[config.mk]
export PLATFORM = sky130hd
export DESIGN_NAME = rgb_led_arbiter
export DESIGN_NICKNAME = d
export VERILOG_FILES = /design/src/rtl/rgb_led_pkg.sv /design/src/rtl/rgb_led_arbiter_pwm_gen.sv /design/src/rtl/rgb_led_arbiter.sv
export SDC_FILE = /design/constraint.sdc
export NUM_CORES = 1
export LEC_CHECK = 0
export ABC_AREA = 1
export CORE_MARGIN = 4
export CORE_UTILIZATION = 45
export CTS_BUF_LIST = sky130_fd_sc_hd__clkbuf_4 sky130_fd_sc_hd__clkbuf_8
export DETAILED_ROUTE_END_ITERATION = 10
export HOLD_SLACK_MARGIN = 0.02
export PLACE_DENSITY = 0.78
export SLEW_MARGIN = 20
export SYNTH_ARGS = -nofsm -noshare
export SYNTH_HDL_FRONTEND = slang
export SYNTH_HIERARCHICAL = 1
export SYNTH_SLANG_ARGS = --single-unit
[constraint.sdc]
create_clock -name clk -period 2.3 [get_ports clk]
set_input_delay 0.23 -clock clk [delete_from_list [all_inputs] [get_ports clk]]
set_output_delay 0.23 -clock clk [all_outputs]
set_load 0.02 [all_outputs]
[src/rtl/rgb_led_pkg.sv]
// Shared types and constants for the RGB LED arbiter and its PWM generator.
// Channel indices match the bit positions of rgb_pwm and the colour slice layout.
package rgb_led_pkg;

  typedef enum logic {
    IDLE  = 1'b0,
    OWNED = 1'b1
  } arb_state_e;

  localparam int CH_R = 2;
  localparam int CH_G = 1;
  localparam int CH_B = 0;

  function automatic int color_w(input int pwm_bits);
    return 3 * pwm_bits;
  endfunction

endpackage

[src/rtl/rgb_led_arbiter_pwm_gen.sv]
// Three-channel PWM generator: free-running counter, duties latched once per frame
// so colour changes only take effect on frame boundaries.
module rgb_pwm_gen
  import rgb_led_pkg::*;
#(
  parameter int PWM_BITS = 8
) (
  input  logic                    clk,
  input  logic                    rst,
  input  logic [3*PWM_BITS-1:0]   i_color,
  output logic [2:0]              o_pwm,
  output logic                    o_frame_strobe
);

  logic [PWM_BITS-1:0] r_cnt;
  logic                w_last;

  assign w_last         = (r_cnt == {PWM_BITS{1'b1}});
  assign o_frame_strobe = w_last;

  always_ff @(posedge clk or posedge rst) begin
    if (rst) r_cnt <= '0;
    else     r_cnt <= r_cnt + 1'b1;
  end

  for (genvar k = CH_B; k <= CH_R; k++) begin : g_ch
    logic [PWM_BITS-1:0] r_duty;
    logic                r_pwm;

    // Duty reloads on the last count so the next frame starts with the new value.
    always_ff @(posedge clk or posedge rst) begin
      if (rst) begin
        r_duty <= '0;
        r_pwm  <= 1'b0;
      end else begin
        if (w_last) r_duty <= i_color[k*PWM_BITS +: PWM_BITS];
        r_pwm <= (r_cnt < r_duty);
      end
    end

    assign o_pwm[k] = r_pwm;
  end

endmodule

[src/rtl/rgb_led_arbiter.sv]
// Round-robin owner arbitration for the shared RGB LED with a minimum hold time;
// the owner's colour (or IDLE_COLOR) drives the PWM generator each frame.
module rgb_led_arbiter
  import rgb_led_pkg::*;
#(
  parameter int                      NUM_REQ     = 3,
  parameter int                      PWM_BITS    = 8,
  parameter int                      HOLD_CYCLES = 1200000,
  parameter logic [3*PWM_BITS-1:0]   IDLE_COLOR  = '0
) (
  input  logic                              clk,
  input  logic                              rst,
  input  logic [NUM_REQ-1:0]                req,
  input  logic [NUM_REQ*3*PWM_BITS-1:0]     color,
  output logic [NUM_REQ-1:0]                grant,
  output logic                              busy,
  output logic [2:0]                        rgb_pwm,
  output logic                              frame_strobe
);

  localparam int              CW        = color_w(PWM_BITS);
  localparam int              OW        = $clog2(NUM_REQ);
  localparam int              HW        = $clog2(HOLD_CYCLES + 1);
  localparam logic [HW-1:0]   HOLD_MAX  = HW'(HOLD_CYCLES);
  localparam logic [OW:0]     NREQ_W    = (OW+1)'(NUM_REQ);
  localparam logic [OW-1:0]   LAST_RST  = OW'(NUM_REQ - 1);

  arb_state_e           r_state, w_state_nxt;
  logic [NUM_REQ-1:0]   r_grant, w_grant_nxt;
  logic [OW-1:0]        r_last,  w_last_nxt;
  logic [HW-1:0]        r_hold,  w_hold_nxt;

  logic [NUM_REQ-1:0]   w_mask;
  logic                 w_win_vld;
  logic [OW-1:0]        w_win_idx;
  logic [NUM_REQ-1:0]   w_win_oh;
  logic                 w_owner_req;
  logic                 w_hold_done;
  logic [CW-1:0]        w_act_color;

  // The current owner is excluded, so the search only ever finds a different requester.
  assign w_mask      = req & ~r_grant;
  assign w_owner_req = |(req & r_grant);
  assign w_hold_done = (r_hold == HOLD_MAX);
  assign w_win_oh    = NUM_REQ'(1) << w_win_idx;

  always_comb begin
    w_win_vld = 1'b0;
    w_win_idx = '0;
    for (int i = 1; i <= NUM_REQ; i++) begin
      logic [OW:0] t;
      t = {1'b0, r_last} + (OW+1)'(i);
      if (t >= NREQ_W) t = t - NREQ_W;
      if (!w_win_vld && w_mask[t[OW-1:0]]) begin
        w_win_vld = 1'b1;
        w_win_idx = t[OW-1:0];
      end
    end
  end

  always_ff @(posedge clk or posedge rst) begin
    if (rst) begin
      r_state <= IDLE;
      r_grant <= '0;
      r_last  <= LAST_RST;
      r_hold  <= '0;
    end else begin
      r_state <= w_state_nxt;
      r_grant <= w_grant_nxt;
      r_last  <= w_last_nxt;
      r_hold  <= w_hold_nxt;
    end
  end

  always_comb begin
    w_state_nxt = r_state;
    w_grant_nxt = r_grant;
    w_last_nxt  = r_last;
    w_hold_nxt  = r_hold;
    case (r_state)
      IDLE: begin
        if (w_win_vld) begin
          w_state_nxt = OWNED;
          w_grant_nxt = w_win_oh;
          w_last_nxt  = w_win_idx;
          w_hold_nxt  = '0;
        end
      end
      OWNED: begin
        // A drop releases immediately; expiry only hands over when someone is waiting.
        if (!w_owner_req || (w_hold_done && w_win_vld)) begin
          w_hold_nxt = '0;
          if (w_win_vld) begin
            w_grant_nxt = w_win_oh;
            w_last_nxt  = w_win_idx;
          end else begin
            w_state_nxt = IDLE;
            w_grant_nxt = '0;
          end
        end else if (!w_hold_done) begin
          w_hold_nxt = r_hold + 1'b1;
        end
      end
      default: begin
        w_state_nxt = IDLE;
        w_grant_nxt = '0;
      end
    endcase
  end

  always_comb begin
    w_act_color = IDLE_COLOR;
    for (int i = 0; i < NUM_REQ; i++)
      if (r_grant[i]) w_act_color = color[i*CW +: CW];
  end

  assign grant = r_grant;
  assign busy  = |r_grant;

  rgb_pwm_gen #(
    .PWM_BITS (PWM_BITS)
  ) u_pwm (
    .clk            (clk),
    .rst            (rst),
    .i_color        (w_act_color),
    .o_pwm          (rgb_pwm),
    .o_frame_strobe (frame_strobe)
  );

endmodule

* Word-level counts from Yosys, hierarchy flattened
Cells that the tools add are included.
** Operators by class
- Reduce and logical (&&, ||, !) cells :: 11
- Magnitude comparators :: 9
- Shift operators :: 1
- Mux-type cells :: 32
- Bitwise gates (word level) :: 4
- Add/sub/neg operators :: 8
- Equality and inequality tests :: 5
** Operators by type and width (number)
- $mux 24 :: 3
- $mux 21 :: 3
- $pmux 21 s2 :: 1
- $lt 8x8->1 :: 3
- $add 21x1->21 const B :: 1
- $eq 21x21->1 const B :: 1
- $mux 2 :: 8
- $ge 3x2->1 const B :: 3
- $lt 2x3->1 const B :: 3
- $mux 3 :: 3
- $add 8x1->8 const B :: 1
- $eq 8x8->1 const B :: 1
- $mux 1 :: 8
- $add 2x2->3 const B :: 2
- $and 3x3->3 :: 2
- $bmux 1 s2 :: 3
- $pmux 3 s2 :: 1
- $reduce_or 3->1 :: 2
- $sub 2x2->2 const B :: 3
- $pmux 2 s2 :: 1
- $reduce_and 2->1 :: 2
- $add 2x1->3 const B :: 1
- $logic_and 1x1->1 :: 3
- $logic_not 1->1 :: 3
- 8 further kinds :: 8
** Word-level totals
- Logic and storage cells :: 81
- Flip-flop bits (word level) :: 62
- Output and inout port bits :: 8

* Depth between registers and ports, before layout
- Depth after elaboration :: 16
- Mapped depth :: 16

* Modules after synthesis
Netlist, hierarchy kept.
** Modules (own cells, without submodules)
- rgb_led_arbiter :: times used 1, area an instance 2481.1 um^2, cells an instance 394
- rgb_pwm_gen :: times used 1, area an instance 2020.7 um^2, cells an instance 209

* Worst setup path before layout
OpenSTA, ideal clock, no wires.
- Path kind :: register -> register
- Start point :: reg r_last[1]
- End point :: reg r_hold[10]
- Period minus slack after synthesis :: 2.074 ns
- Slack :: 0.226 ns
- Arrival :: 1.958 ns
- Stages on the path, launching flop included :: 16
- Library setup time :: 0.116 ns
- Cell sequence :: dfstp_2 -> inv_1 -> ha_1 -> nand2_1 -> clkinv_1 -> nor2_1 -> nand2_1 -> nand2_2 -> inv_2 -> nor2_8 -> nand2_4 -> nand2_4 -> nand2_2 -> buf_6 -> nand2_1 -> nand2_1
** Between the ends
- Longest elaborated chain between the ends :: 16
** Ends and longest elaborated chain
- start, declared :: line rgb_led_arbiter.sv:30 : logic [OW-1:0] r_last, w_last_nxt;
- start signal, assigned :: line rgb_led_arbiter.sv:70 : r_last <= w_last_nxt;
- $add 2x1->3 :: line rgb_led_arbiter.sv:52 : t = {1'b0, r_last} + (OW+1)'(i);
- $ge 3x2->1 or $sub 2x2->2 (tied branches) :: line rgb_led_arbiter.sv:53 : if (t >= NREQ_W) t = t - NREQ_W;
- $mux 2 :: line rgb_led_arbiter.sv:53
- $bmux 1 s2 :: line rgb_led_arbiter.sv:54 : if (!w_win_vld && w_mask[t[OW-1:0]]) begin
- $mux 1 (not written as such) :: line rgb_led_arbiter.sv:54
- $mux 1 :: line rgb_led_arbiter.sv:54
- $logic_not 1->1 :: line rgb_led_arbiter.sv:54
- $logic_and 1x1->1 :: line rgb_led_arbiter.sv:54
- $mux 1 :: line rgb_led_arbiter.sv:54
- $logic_not 1->1 :: line rgb_led_arbiter.sv:54
- $logic_and 1x1->1 :: line rgb_led_arbiter.sv:54
- $mux 1 * :: line rgb_led_arbiter.sv:54
- $logic_and 1x1->1 :: line rgb_led_arbiter.sv:91 : if (!w_owner_req || (w_hold_done && w_win_vld)) begin
- $logic_or 1x1->1 :: line rgb_led_arbiter.sv:91
- $mux 21 or $ne 3x2->1 (tied branches)
- $pmux 21 s2 or $reduce_and 2->1 (tied branches)
- end signal, assigned :: line rgb_led_arbiter.sv:71 : r_hold <= w_hold_nxt;
- end, declared :: line rgb_led_arbiter.sv:31 : logic [HW-1:0] r_hold, w_hold_nxt;
Mark *: on every way between the ends. The rest lies on a longest branch, timed or not. The select of a mux whose other input is x is not followed.
A chain may end at the register's enable or synchronous reset.

* Worst setup path in the final report
- Start point :: reg r_grant[2], in the netlist grant[2]
- End point :: out grant[2]
** RTL lines
- start, declared :: line rgb_led_arbiter.sv:29 : logic [NUM_REQ-1:0] r_grant, w_grant_nxt;
- start signal, assigned :: line rgb_led_arbiter.sv:69 : r_grant <= w_grant_nxt;
- end, declared :: line rgb_led_arbiter.sv:15 : output logic [NUM_REQ-1:0] grant,
No word-level cell between the ends.

==> results.json <==
{
  "hold_viol_final": 0,
  "skew_ps": 7.33,
  "clock_latency_ps": 340,
  "seq_area_sq_um": 1550,
  "cts.path.max_buffers": 2,
  "critPathSlowestCell": "clkdlybuf4s50_1",
  "multi_input_area_sq_um": 2530,
  "fin_setup_tns_ps": 0,
  "port_buffers": 84,
  "synth_top_family_by_area": "simple AND/OR/NAND/NOR gates",
  "reg2reg_depth": 13,
  "postSynthCellCount": 603,
  "avgRoutedWirePerCell_microns": 14.2,
  "arrival_ps": 1870,
  "power_frac_clock_pct": 27.9,
  "p_switching_mw": 1.70,
  "nFillCells": 927,
  "cp_data_required_time_ps": 2070,
  "holdCritPathClass": "input pin to async pin",
  "cp_max_fo": 47,
  "reg2reg_to": "r_hold[8]$_DFFE_PP0P_",
  "first_pass_iters": 5,
  "coreArea_sq_um": 9770,
  "pwr_density_cell_nw_per_um2": 743,
  "finalSetupViolations": 0,
  "seqPwrFrac_pct": 28.8,
  "startpoint_type": "register",
  "ys.flop_type": "dfrtp_1",
  "synthMuxAreaShare_pct": 0,
  "yosys.area.top_type_share_pct": 33.9,
  "period_needed_ps": 2100,
  "synth_area_leader_cell": "dfrtp_1",
  "synth-simple-area-share_pct": 31.1,
  "yosys_warnings": 6,
  "critPathMaxStageDelay_ps": 680,
  "tritoncts": "yes",
  "place_congestion": 0.933,
  "synth_fp_nets": 707,
  "die_height_microns": 108,
  "std_cell_rows": 36,
  "overflow": 0,
  "yosysSeqAreaShare_pct": 34.5,
  "grt_usage_pct": 20.8,
  "peakVddDrop_mv": 0.746,
  "root_buffer": "clkbuf_8",
  "drt-initial-drc-count": 216,
  "avgViaCountPerCell": 5.07,
  "critPathKind": "register to output pin",
  "synthTopCellsByArea": "dfrtp_1, nand2_1, ha_1, inv_1, o21ai_0",
  "path_clk_slew_ps": 70,
  "postRouteWirelength_mm": 11.7,
  "fmax_mhz": 477,
  "syn_area_sq_um": 4500,
  "synthXorXnorAreaFrac_pct": 2.92,
  "cts_buffers": 9,
  "path_buf_inv": 2,
  "setup.worst_path.end_class": "output pin",
  "worstPathCellList": "buf_4, clkdlybuf4s50_1",
  "status": "complete, no violations",
  "relSlewSlack_pct": 65.7,
  "async_flop_share_pct": 100,
  "drive_gt1_share_pct": 13.7,
  "grt_antenna_before_repair": 0,
  "ant_nets": 0,
  "grt_start_max_net_pins": 48,
  "p_leak_nw": 2.66,
  "hpwl_mm": 9.02,
  "fin_crit_sh_pct": 91.2,
  "synth_seq_cells": 62,
  "cts_max_level": 3,
  "p_int_mw": 2.53,
  "synth_cell_types": 31,
  "dieArea_sq_um": 11700,
  "die_w_microns": 108,
  "synth_commonest_cells": "nand2_1, inv_1, dfrtp_1, nor2_1, o21ai_0",
  "synth_compound_area_share_pct": 14.1,
  "critPathTopFamily": "buffers and inverters",
  "power_frac_comb_pct": 43.2,
  "r2r-start": "r_last[1]$_DFFE_PP1P_",
  "nets": 790,
  "syn_area_per_cell_sq_um": 7.47,
  "syn2layout_area_growth_pct": 26.5,
  "antenna_cells": 0,
  "cts_sinks": 62,
  "max_cap_violations": 0,
  "postCtsSetupBuffers": 0,
  "synthAdderAreaFrac_pct": 7.50,
  "drc": 0,
  "vias": 4178,
  "initial_core_util_pct": 46.1,
  "r2r_slack_ps": 200,
  "tightest_slew_ps": 515,
  "synth_most_common_cell": "nand2_1",
  "io_pins": 85,
  "switching_share_pct": 40.2,
  "grt_first_pass_wirelength_mm": 19.1,
  "timing.hold.ws_ps": 295,
  "finalMaxSlewViolations": 0,
  "synth_edf_count": 0,
  "first_global_vias": 4026,
  "rsz0062_at_grt": "no"
}
worst max-delay path by stage:
| stage | depth (start not counted) | end | slack, ps | startpoint |
|---|---|---|---|---|
| floorplan | 15 | r_hold[10]$_DFFE_PP0P_ | 230 | r_last[1]$_DFFE_PP1P_ |
| global placement | 14 | r_hold[9]$_DFFE_PP0P_ | 70 | r_last[1]$_DFFE_PP1P_ |
| detailed placement | 14 | r_hold[9]$_DFFE_PP0P_ | 4 | r_last[1]$_DFFE_PP1P_ |
| CTS | 14 | r_hold[10]$_DFFE_PP0P_ | 80 | r_last[1]$_DFFE_PP1P_ |
| global route | 13 | r_hold[8]$_DFFE_PP0P_ | 50 | r_last[1]$_DFFE_PP1P_ |
| finish | 2 | grant[2] | 200 | grant[2]$_DFFE_PP0P_ |
sequential cells by signal, indices dropped and copies added (netlist names):
name               count
r_state                1
u_pwm/r_cnt            8
grant                  3
u_pwm/g_ch.r_pwm       3
u_pwm/g_ch.r_duty     24
r_hold                21
r_last                 2
layout by cell type, fill, tap and decap left out, drive strengths merged, types with 3 or more instances in the layout:
cell / instances
dfrtp: 61
nor2: 52
o21ai: 62
buf: 8
a22oi: 24
nor3: 9
xor2: 13
clkdlybuf4s50: 83
clkinv: 5
a21oi: 13
nand2: 194
clkbuf: 9
nand3: 34
bufinv: 3
ha: 27
inv: 71
nand4: 16
routing by layer:
metal	GRT usage, %	vias to the layer above	part of all wire [%]
li1	-	2127	-
met1	25.0	1927	42
met2	37.4	110	52
met3	4.06	14	4.7
met4	6.76	0	1.8
met5	0	-	0
power groups by stage:
stage | sequential (mW) | clock, mW | combinational, mW
final | 1.22 | 1.18 | 1.83
after detailed placement | 1.24 | 0 | 1.79
after floorplan | 1.25 | 0 | 1.21
after CTS | 1.22 | 1.20 | 1.80
after global routing | 1.23 | 1.25 | 2.02
after global placement | 1.24 | 0 | 1.76
metrics by stage:
step | area, sq um | utilization [%] | power (mW) | worst slack [ps] | cells
after detailed placement | 5430 | 55.5 | 3.03 | 3.88 | 808
after global routing | 5700 | 58.3 | 4.51 | 52.8 | 824
after global placement | 5430 | 55.5 | 3.00 | 72.7 | 808
final | 5700 | 58.3 | 4.23 | 203 | 824
after floorplan | 4500 | - | 2.45 | 226 | 603
after CTS | 5680 | 58.1 | 4.22 | 82.9 | 824
timing repair:
action	in CTS	in global routing
resized for setup	3	2
endpoints found under the setup margin	7	19
hold buffers	0	0
hold endpoints to repair	0	0
cell families after synthesis:
family                     after synthesis
DFF                                     62
and+or+nand+nor                        305
buffers and inverters                   94
xor gates and xnor gates                15
adders and majority gates               27
AOI/OAI and AO/OA                      100
worst register-to-register path: stages, from the launching register on:
cell     delay [ps]
dfstp_2         530
inv_1            80
ha_4            320
nor2_1           60
nor2_1          150
nand2_1          80
nand2_2          80
inv_2            60
nor2_8          120
nand2_4         110
nand2_4         130
nand2_4         120
nand2_1         100
nand2_1          40
cell type report:
class,count,share of cell area (%)
sequential,62,27.3
clock buffer,9,2.17
inverter,74,5.10
timing repair buffer,92,16.0
clock inverter,7,2.15
multi-input combinational,447,44.4
tap,133,2.92
Power figures use the tool's default switching activity.
